<file path="config.mk">
export PLATFORM = sky130hd
export DESIGN_NAME = ram_arbiter
export DESIGN_NICKNAME = d
export VERILOG_FILES = /design/src/rtl/ram_arbiter.sv
export SDC_FILE = /design/constraint.sdc
export NUM_CORES = 1
export LEC_CHECK = 0
export ABC_AREA = 1
export ABC_CLOCK_PERIOD_IN_PS = 1290
export CORE_ASPECT_RATIO = 1.5
export CORE_MARGIN = 5
export CORE_UTILIZATION = 31
export CTS_BUF_LIST = sky130_fd_sc_hd__clkbuf_16
export CTS_CLUSTER_DIAMETER = 50
export DETAILED_ROUTE_END_ITERATION = 16
export MAX_ROUTING_LAYER = met4
export PLACE_DENSITY_LB_ADDON = 0.1
export SETUP_SLACK_MARGIN = 0.15
export SYNTH_ARGS = -nofsm -noshare
export SYNTH_HDL_FRONTEND = slang
export SYNTH_SLANG_ARGS = --single-unit
</file>
<file path="constraint.sdc">
create_clock -name clk -period 1.29 [get_ports clk]
set_input_delay 0.1935 -clock clk [delete_from_list [all_inputs] [get_ports clk]]
set_output_delay 0.1935 -clock clk [all_outputs]
set_load 0.01 [all_outputs]
</file>
<file path="src/rtl/ram_arbiter.sv">
// ram_arbiter: shares one data RAM between the CPU load/store stage and the
// debug/loader port. At most one RAM operation is issued per cycle. The CPU
// normally wins, but a streak counter caps how long debug can be held off.
// Read data returns one cycle after the grant, to the port that issued it.
module ram_arbiter #(
  parameter int AWIDTH       = 8,
  parameter int DWIDTH       = 16,
  parameter int STARVE_LIMIT = 4
) (
  input  logic              clk,
  input  logic              rst,
  input  logic              c_req,
  input  logic              c_we,
  input  logic [AWIDTH-1:0] c_addr,
  input  logic [DWIDTH-1:0] c_wdata,
  output logic              c_gnt,
  output logic              c_stall,
  output logic              c_rvalid,
  output logic [DWIDTH-1:0] c_rdata,
  input  logic              d_req,
  input  logic              d_we,
  input  logic [AWIDTH-1:0] d_addr,
  input  logic [DWIDTH-1:0] d_wdata,
  output logic              d_gnt,
  output logic              d_rvalid,
  output logic [DWIDTH-1:0] d_rdata,
  output logic              ram_rd,
  output logic              ram_wr,
  output logic [AWIDTH-1:0] ram_raddr,
  output logic [AWIDTH-1:0] ram_waddr,
  output logic [DWIDTH-1:0] ram_wdata,
  input  logic [DWIDTH-1:0] ram_rdata,
  output logic [3:0]        starve_cnt
);

  localparam logic [3:0] LIMIT = 4'(STARVE_LIMIT);

  logic [3:0] starve_cnt_q, starve_cnt_d;
  logic       rd_pend_q, rd_pend_d;
  logic       rd_owner_q, rd_owner_d;   // 1 = debug owns the pending read

  // Grant decision: CPU first unless its streak has reached the limit while debug waits.
  always_comb begin
    c_gnt = 1'b0;
    d_gnt = 1'b0;
    if (!rst) begin
      if (c_req && (!d_req || (starve_cnt_q < LIMIT))) begin
        c_gnt = 1'b1;
      end else if (d_req) begin
        d_gnt = 1'b1;
      end
    end
  end

  // The stall is forced low in reset so every output reads 0 while rst is held.
  assign c_stall = c_req & ~c_gnt & ~rst;

  // RAM strobes, addresses and write data steered from the winning port; idle fields stay 0.
  always_comb begin
    ram_rd    = 1'b0;
    ram_wr    = 1'b0;
    ram_raddr = '0;
    ram_waddr = '0;
    ram_wdata = '0;
    if (c_gnt) begin
      if (c_we) begin
        ram_wr    = 1'b1;
        ram_waddr = c_addr;
        ram_wdata = c_wdata;
      end else begin
        ram_rd    = 1'b1;
        ram_raddr = c_addr;
      end
    end else if (d_gnt) begin
      if (d_we) begin
        ram_wr    = 1'b1;
        ram_waddr = d_addr;
        ram_wdata = d_wdata;
      end else begin
        ram_rd    = 1'b1;
        ram_raddr = d_addr;
      end
    end
  end

  // Next-state for the CPU streak counter and the read-return owner flag.
  always_comb begin
    starve_cnt_d = starve_cnt_q;
    if (!d_req || d_gnt) begin
      starve_cnt_d = 4'd0;
    end else if (c_gnt && (starve_cnt_q < LIMIT)) begin
      starve_cnt_d = starve_cnt_q + 4'd1;
    end
    rd_pend_d  = (c_gnt & ~c_we) | (d_gnt & ~d_we);
    rd_owner_d = d_gnt;
  end

  // Control state registers; reset also drops any read still in flight.
  always_ff @(posedge clk) begin
    if (rst) begin
      starve_cnt_q <= 4'd0;
      rd_pend_q    <= 1'b0;
      rd_owner_q   <= 1'b0;
    end else begin
      starve_cnt_q <= starve_cnt_d;
      rd_pend_q    <= rd_pend_d;
      rd_owner_q   <= rd_owner_d;
    end
  end

  // Read return: the owner sees the RAM data, the other port sees 0.
  always_comb begin
    c_rvalid = rd_pend_q & ~rd_owner_q & ~rst;
    d_rvalid = rd_pend_q &  rd_owner_q & ~rst;
    c_rdata  = c_rvalid ? ram_rdata : '0;
    d_rdata  = d_rvalid ? ram_rdata : '0;
  end

  assign starve_cnt = starve_cnt_q;

endmodule

</file>
### Word-level counts from Yosys, hierarchy flattened

Cells that the tools add are included.

* bits in registers: 6
* logic and storage cells: 52

* $add $sub $neg: 1
* reductions and logical operators: 6
* bitwise operators: 14
* muxes and demuxes: 27
* magnitude comparators: 1

Operators by type and width (number)
* 2-to-1 mux 16 bit: 6
* 2-to-1 mux 8 bit: 8
* 2-to-1 mux 1 bit: 13
* AND 1 bit: 8
* NOT 1 bit: 5
* adder 4 x 1 -> 4 bit, second input constant: 1
* less-than comparator 4 x 3 -> 1 bit, second input constant: 1
* logical AND 1 bit: 2
* logical OR 1 bit: 2
* OR reduction 2 bit: 1
* zero test 1 bit: 1
* bitwise OR 1 bit: 1

### Longest topological paths before layout

* depth after elaboration: 8
* mapped depth: 6

### Least setup slack after synthesis

OpenSTA, ideal clock, no wires.

* kind: flip-flop to output port
* from: register starve_cnt_q[2], in the netlist starve_cnt[2]
* to: output port ram_raddr[0]
* arrival time: 1.018 ns
* slack: 0.079 ns
* stages on the path, launching flop included: 6
* cell sequence: dfxtp_1 > nor2_1 > nand2_2 > buf_2 > nand3_1 > nand2_1

* longest elaborated chain between the ends: 7
* elaborated cells between the ends (all ways): 9
* those cells by class: order compare (1); mux (6); reduce/logical (2)

Ends and longest elaborated chain
* start: declaration: line 38 `logic [3:0] starve_cnt_q, starve_cnt_d;`
* start signal: assignment: line 105 `starve_cnt_q <= starve_cnt_d;`
* less-than comparator 4 x 3 -> 1 bit (*): line 47 `if (c_req && (!d_req || (starve_cnt_q < LIMIT))) begin`
* logical OR 1 bit (*): line 47
* logical AND 1 bit (*): line 47
* 2-to-1 mux 1 bit: line 47
* 2-to-1 mux 1 bit: line 46 `if (!rst) begin`
* 2-to-1 mux 8 bit: line 74 `end else if (d_gnt) begin`
* 2-to-1 mux 8 bit (*): line 65 `if (c_gnt) begin`
* end: declaration: line 29 `output logic [AWIDTH-1:0] ram_raddr,`

Mark *: on every way between the ends. The rest lies on a longest branch, timed or not.

### Final worst setup path

* from: register starve_cnt_q[2], in the netlist starve_cnt[2]
* to: output port ram_raddr[5]

Same word-level chain as after synthesis.

==> impl_metrics.json <==
{
  "io_pins": 145,
  "totalWireLength_um": 8635,
  "p_comb_share_pct": 57.5,
  "path_clk_slew_ns": 0.04,
  "drt_iter0_drc": 73,
  "synth_top_family_by_area": "simple AND/OR/NAND/NOR gates",
  "path_cells": "o21ai_4, buf_12, buf_8, nand3_2, nand2_1, buf_2",
  "post-place-cells": 543,
  "crit_path_end_kind": "output port",
  "rsz0062_at_grt": "yes",
  "ctsHoldBuffers": 0,
  "dr.pass1.iters": 4,
  "place_congestion": 0.7848,
  "r2r-end": "rd_pend_q",
  "setup_viol": 70,
  "postLayoutCoreUtil_pct": 81.26,
  "hold-worst-slack_ns": 0.4493,
  "ys_warn_count": 0,
  "synth_mux_area_share_pct": 0,
  "synthTopCellsByArea": "nand3_1, inv_1, nand2_1, nor2_1, dfxtp_1",
  "grt_max_degree": 21,
  "final.setup_skew_ns": 0.004018,
  "crit_type": "reg -> out",
  "layout-drive-gt1-share_pct": 40.86,
  "path_depth": 6,
  "die_h_um": 97.06,
  "drc": 0,
  "grt_first_pass_wirelength_um": 10810,
  "wire_per_inst_um": 15.02,
  "violations": "setup timing",
  "power.leakage_nw": 2.319,
  "arrival_ns": 1.44,
  "final_common_cell": "inv_1",
  "crit_fanout": 6,
  "total_power_mw": 1.700,
  "power.share.sequential_pct": 11.8,
  "r2r_setup_slack_ns": 0.19,
  "grt_pass1_vias": 2367,
  "status": "finished, violations left",
  "final_cells": 575,
  "p_clk_share_pct": 30.7,
  "clockBufferDepth": 2,
  "synthesis.area_um2": 1567,
  "cp_slowest_cell": "dfxtp_2",
  "fmax_mhz": 612.5,
  "start_util_pct": 32.05,
  "syn_nets": 407,
  "synthDistinctLibCells": 19,
  "insertion_delay_ns": 0.23,
  "vias_per_cell": 4.565,
  "switching_power_mw": 0.5836,
  "required_ns": 1.10,
  "crit_end": "ram_raddr[5]",
  "fill_cells": 336,
  "hpwl_um": 5079,
  "yosys.area_share.simple_pct": 60.30,
  "synth_top_area_share_pct": 22.04,
  "synth-seq-cells": 6,
  "fin_nets": 582,
  "die_x_um": 68.04,
  "ff2ff_path_depth": 5,
  "design.core.area_um2": 4887,
  "clock_sinks": 6,
  "ys_seq_area_share_pct": 7.668,
  "layout_common_cells": "inv_1, nand2_1, clkdlybuf4s50_1",
  "synthCells": 336,
  "syn_area_per_cell_um2": 4.662,
  "setup.worst_path.start": "starve_cnt[2]",
  "cts_root_buffer": "clkbuf_16",
  "vias": 2625,
  "period_minus_slack_ns": 1.633,
  "r2r-start": "starve_cnt[2]",
  "diodes": 0,
  "synth_compound_area_share_pct": 1.038,
  "syn2layout_area_growth_pct": 153.5,
  "tritoncts": "yes",
  "grt_overflow": 0,
  "htree_levels": 1,
  "cts_buffers": 3,
  "internal-power_mw": 1.116,
  "synthXorXnorAreaFrac_pct": 0,
  "die_area_um2": 6604,
  "worst_setup_path_start_kind": "flip-flop",
  "min_path_type": "reg -> reg",
  "fin_crit_sh_pct": 126.6,
  "netSwitchingFraction_pct": 34.34,
  "num_rows": 31,
  "maxCapViolations": 0,
  "power_density_nw_per_um2": 428.0,
  "synth_top_cell_by_area": "nand3_1",
  "port_buffers": 144,
  "vdd_ir_drop_max_uv": 395.5,
  "antenna_found_initial": 0,
  "hold_viol": 0,
  "drv_slew": 0,
  "crit_family": "buffers and inverters",
  "detail-route-antenna-nets": 0,
  "grt_util_all_layers_pct": 20.96,
  "max_stage_delay_ns": 0.34,
  "synthAdderAreaFrac_pct": 0.7987,
  "fin_ws_ns": -0.3426,
  "timing.critical_path.buf_inv": 3
}
-- metal layers --
layer  wire, um  up-vias  track usage [%]  part of all wire [%]
met3        731        8            4.977                   8.5
met5          0        -                -                     0
li1           -     1323                -                     -
met2       4810      109            40.04                    56
met1       2974     1185            19.79                    34
met4        119        0            5.360                   1.4
-- how the worst min path moves through the flow --
stage	from	to	cells past startpoint
detailed placement	starve_cnt[0]	starve_cnt[0]	1
global placement	starve_cnt[0]	starve_cnt[0]	1
floorplan	d_req	starve_cnt[2]	2
finish	starve_cnt[0]	starve_cnt[0]	1
global route	starve_cnt[0]	starve_cnt[0]	1
CTS	starve_cnt[0]	starve_cnt[0]	1
-- logic make-up after synthesis --
logic type	after synthesis
simple gates	215
buf+inv	112
flops	6
compound gates	1
fa+ha+maj	1
other cells	1
-- power groups by stage --
stage | Clock, mW | Sequential [mW] | Combinational [mW]
2_1_floorplan | 0 | 0.203 | 0.314
3_3_place_gp | 0 | 0.202 | 0.771
3_5_place_dp | 0 | 0.203 | 0.781
4_1_cts | 0.525 | 0.200 | 0.832
5_1_grt | 0.531 | 0.201 | 1.05
6_report | 0.522 | 0.201 | 0.977
-- repair_timing --
action / in CTS / in global routing
buffers inserted: 17 / 5
pin swaps: 9 / 28
cloned: 4 / 3
gates resized for setup: 339 / 118
endpoints found under the setup margin: 78 / 72
-- Yosys cell counts --
| master | number |
|---|---|
| buf_2 | 18 |
| conb_1 | 1 |
| nand2_2 | 1 |
| nand2_1 | 84 |
| inv_1 | 88 |
| nand3_2 | 1 |
| o21ai_4 | 1 |
| dfxtp_1 | 6 |
| nor2_8 | 1 |
| ha_1 | 1 |
| nor2_4 | 1 |
| inv_2 | 1 |
| buf_4 | 3 |
| nor3_1 | 1 |
| nor2_1 | 54 |
| and2_1 | 2 |
| nor3_4 | 1 |
| nand3_1 | 69 |
| buf_6 | 2 |
-- layout make-up --
class                           instances  area [um2]  share of cell area, %
Multi-Input combinational cell        218        1348                  33.93
Inverter                               89       341.6                  8.601
Sequential cell                         6       127.6                  3.214
Tap cell                               66       82.58                  2.079
Clock buffer                            3       75.07                  1.890
Timing Repair Buffer                  193        1997                  50.28
-- state kept, by name, summed over array words and instances, names as in the netlist --
register,count
rd_pend_q,1
starve_cnt,4
rd_owner_q,1
-- per-stage QoR --
step / setup WS (ns) / TNS (ns) / area, um2
after floorplan: 0.1351 / 0 / 1569
after global placement: -0.7558 / -48.11 / 3233
after detailed placement: -0.7410 / -48.21 / 3233
after CTS: -0.2517 / -11.16 / 3367
after global routing: -0.3611 / -17.64 / 3971
final: -0.3426 / -15.08 / 3971
-- worst register-to-register path, delay by kind of cell, from the launching register on --
| kind | cells | cell delay (ns) |
|---|---|---|
| buffers and inverters | 2 | 0.28 |
| AO/OA/AOI/OAI | 1 | 0.28 |
| flip-flops | 1 | 0.34 |
| AND/OR/NAND/NOR | 2 | 0.16 |
No activity file was read; power rests on OpenSTA's default activity.
==> RTL edit (same flow settings) <==
Reset style: asynchronous (`rst`), changed in one clocked block.
--- a/src/rtl/ram_arbiter.sv
+++ b/src/rtl/ram_arbiter.sv
@@ -98,3 +98,3 @@
   // Control state registers; reset also drops any read still in flight.
-  always_ff @(posedge clk) begin
+  always_ff @(posedge clk or posedge rst) begin
     if (rst) begin
Behaviour: differs if rst is asserted again (counterexample within 4 cycles, from zero or initial values and one cycle with rst high); with rst held inactive, the same outputs for 10 cycles.
==> RTL edit against the original RTL <==
- the flow still finishes with violations (negative setup slack)
- setup slack worse by 0.082 ns
- sequential cell count unchanged
- utilization about the same
- cell count down 5.7%
- non-clock buffer count up 15
- synthesized area up 2.1%
- routed wire length up 6.7%
- sequential share of layout area up 0.45 points
- critical path depth up 1
- final area up 4.0%
- total power up 0.34%
- critical path type unchanged
- largest power group unchanged
==> RTL edit: results (changes against the original RTL) <==
Synth cell types=21 (+2); pre-CTS setup slack=-0.852 ns (-0.111 ns); multi-input gates=196 (-10%); CP arrival=1.52 ns (+0.08 ns); global routing usage on met1=23.6% (+3.8 points); status=complete, but fails checks; first-pass GRT wire length=12.1 mm (+12%); Min-Delay Path Class=in -> reg; Final Worst Setup Slack=-0.425 ns (-0.0819 ns); non-clk buf share=52.9% (+2.6 points); Top FF cell, synth=dfrtp_1; # resized after CTS=383 (+13%); worst vdd ir=0.349 mV (-12%); WL met3=700 um (-4.2%); Reg2Reg Depth=6 (+1); Setup Skew=0.00544 ns (+0.00142 ns); GRT Overall Usage=23.6% (+2.6 points); fraction of area in multi-input gates=33.8% (-0.16 points); CP peak stage delay=0.41 ns (+0.07 ns); Post-DP HPWL=5.18 mm (+2.0%); largest net degree at the start of global routing=25 (+19%); failing checks=negative setup slack; syn nets=355 (-13%); Seq/Total Area, Yosys=9.39% (+1.7 points); syn_area_per_cell=5.63 um^2 (+21%); largest cells by area after synthesis=nand3_2, nand2_1, inv_1; GPL Wtd Cong=0.797 (+1.5%); Post-synth top cells=nand2_1, inv_1, nor2_1; placed cells=502 (-7.6%); register area=151 um^2 (+19%); number of global-route vias before repair=2629 (+11%); FF+latch count=6 (unchanged); GRT met3 Usage=3.91% (-1.1 points); Final setup viols=71 (+1.4%); final layout net count=546 (-6.2%); share of layout cells above drive strength 1=49.2% (+8.3 points); Setup Fix Bufs, Post-CTS=25 (+8); Filler cells=351 (+4.5%); DR WL met2=5.15 mm (+7.1%); First DRT Iteration DRCs=110 (+51%); final WL=9.21 mm (+6.7%); Clock-cell share=1.91% (+0.018 points)
RTL edit: changes by cell type after synthesis, moves of 6 or more:
cell and delta:
nand3_2 +29, buf_4 +8, nor2_1 -9, nand3_1 -60, nand4_1 +32, inv_1 -32, buf_2 -11, dfrtp_1 +6
nand2_1 -14, dfxtp_1 -6
RTL edit: logic make-up (layout without fill, tap and decap cells):
| kind of cell | after synthesis | count (layout) | synth area share, % |
|---|---|---|---|
| adder cells (fa/ha/maj) | 1 | 1 | 0.782 |
| buffers and inverters | 83 | 272 | 24.0 |
| AND/OR/NAND/NOR | 192 | 193 | 64.5 |
| flip-flops | 6 | 6 | 9.39 |
| AO/OA/AOI/OAI | 2 | 2 | 1.33 |
RTL edit: metrics by stage:
| step | power, mW | utilization (%) | cell area (um^2) | TNS [ns] |
|---|---|---|---|---|
| after floorplan | 0.504 | - | 1620 | -0.151 |
| after global placement | 0.947 | 64.7 | 3290 | -56.78 |
| after detailed placement | 0.956 | 64.7 | 3290 | -58.16 |
| after CTS | 1.58 | 73.1 | 3710 | -20.12 |
| after global routing | 1.78 | 81.3 | 4130 | -28.76 |
| final | 1.71 | 81.3 | 4130 | -25.14 |
RTL edit: final timing paths:
kind / from / end / slack, ns
setup / recovery: starve_cnt[3] / ram_waddr[4] / -0.42
hold / removal: rst / starve_cnt[3] / 0.33
hold reg to reg: starve_cnt[0] / starve_cnt[0] / 0.56
setup reg to reg: starve_cnt[2] / starve_cnt[2] / 0.09
min in group asynchronous: rst / rd_owner_q / 0.37
max in group asynchronous: rst / starve_cnt[2] / 0.78
RTL edit: power breakdown:
part | switching (mW) | internal [mW] | leakage (nW)
logic | 0.437 | 0.502 | 2.05
registers | 0.00687 | 0.195 | 0.0802
clock network | 0.158 | 0.407 | 0.0423
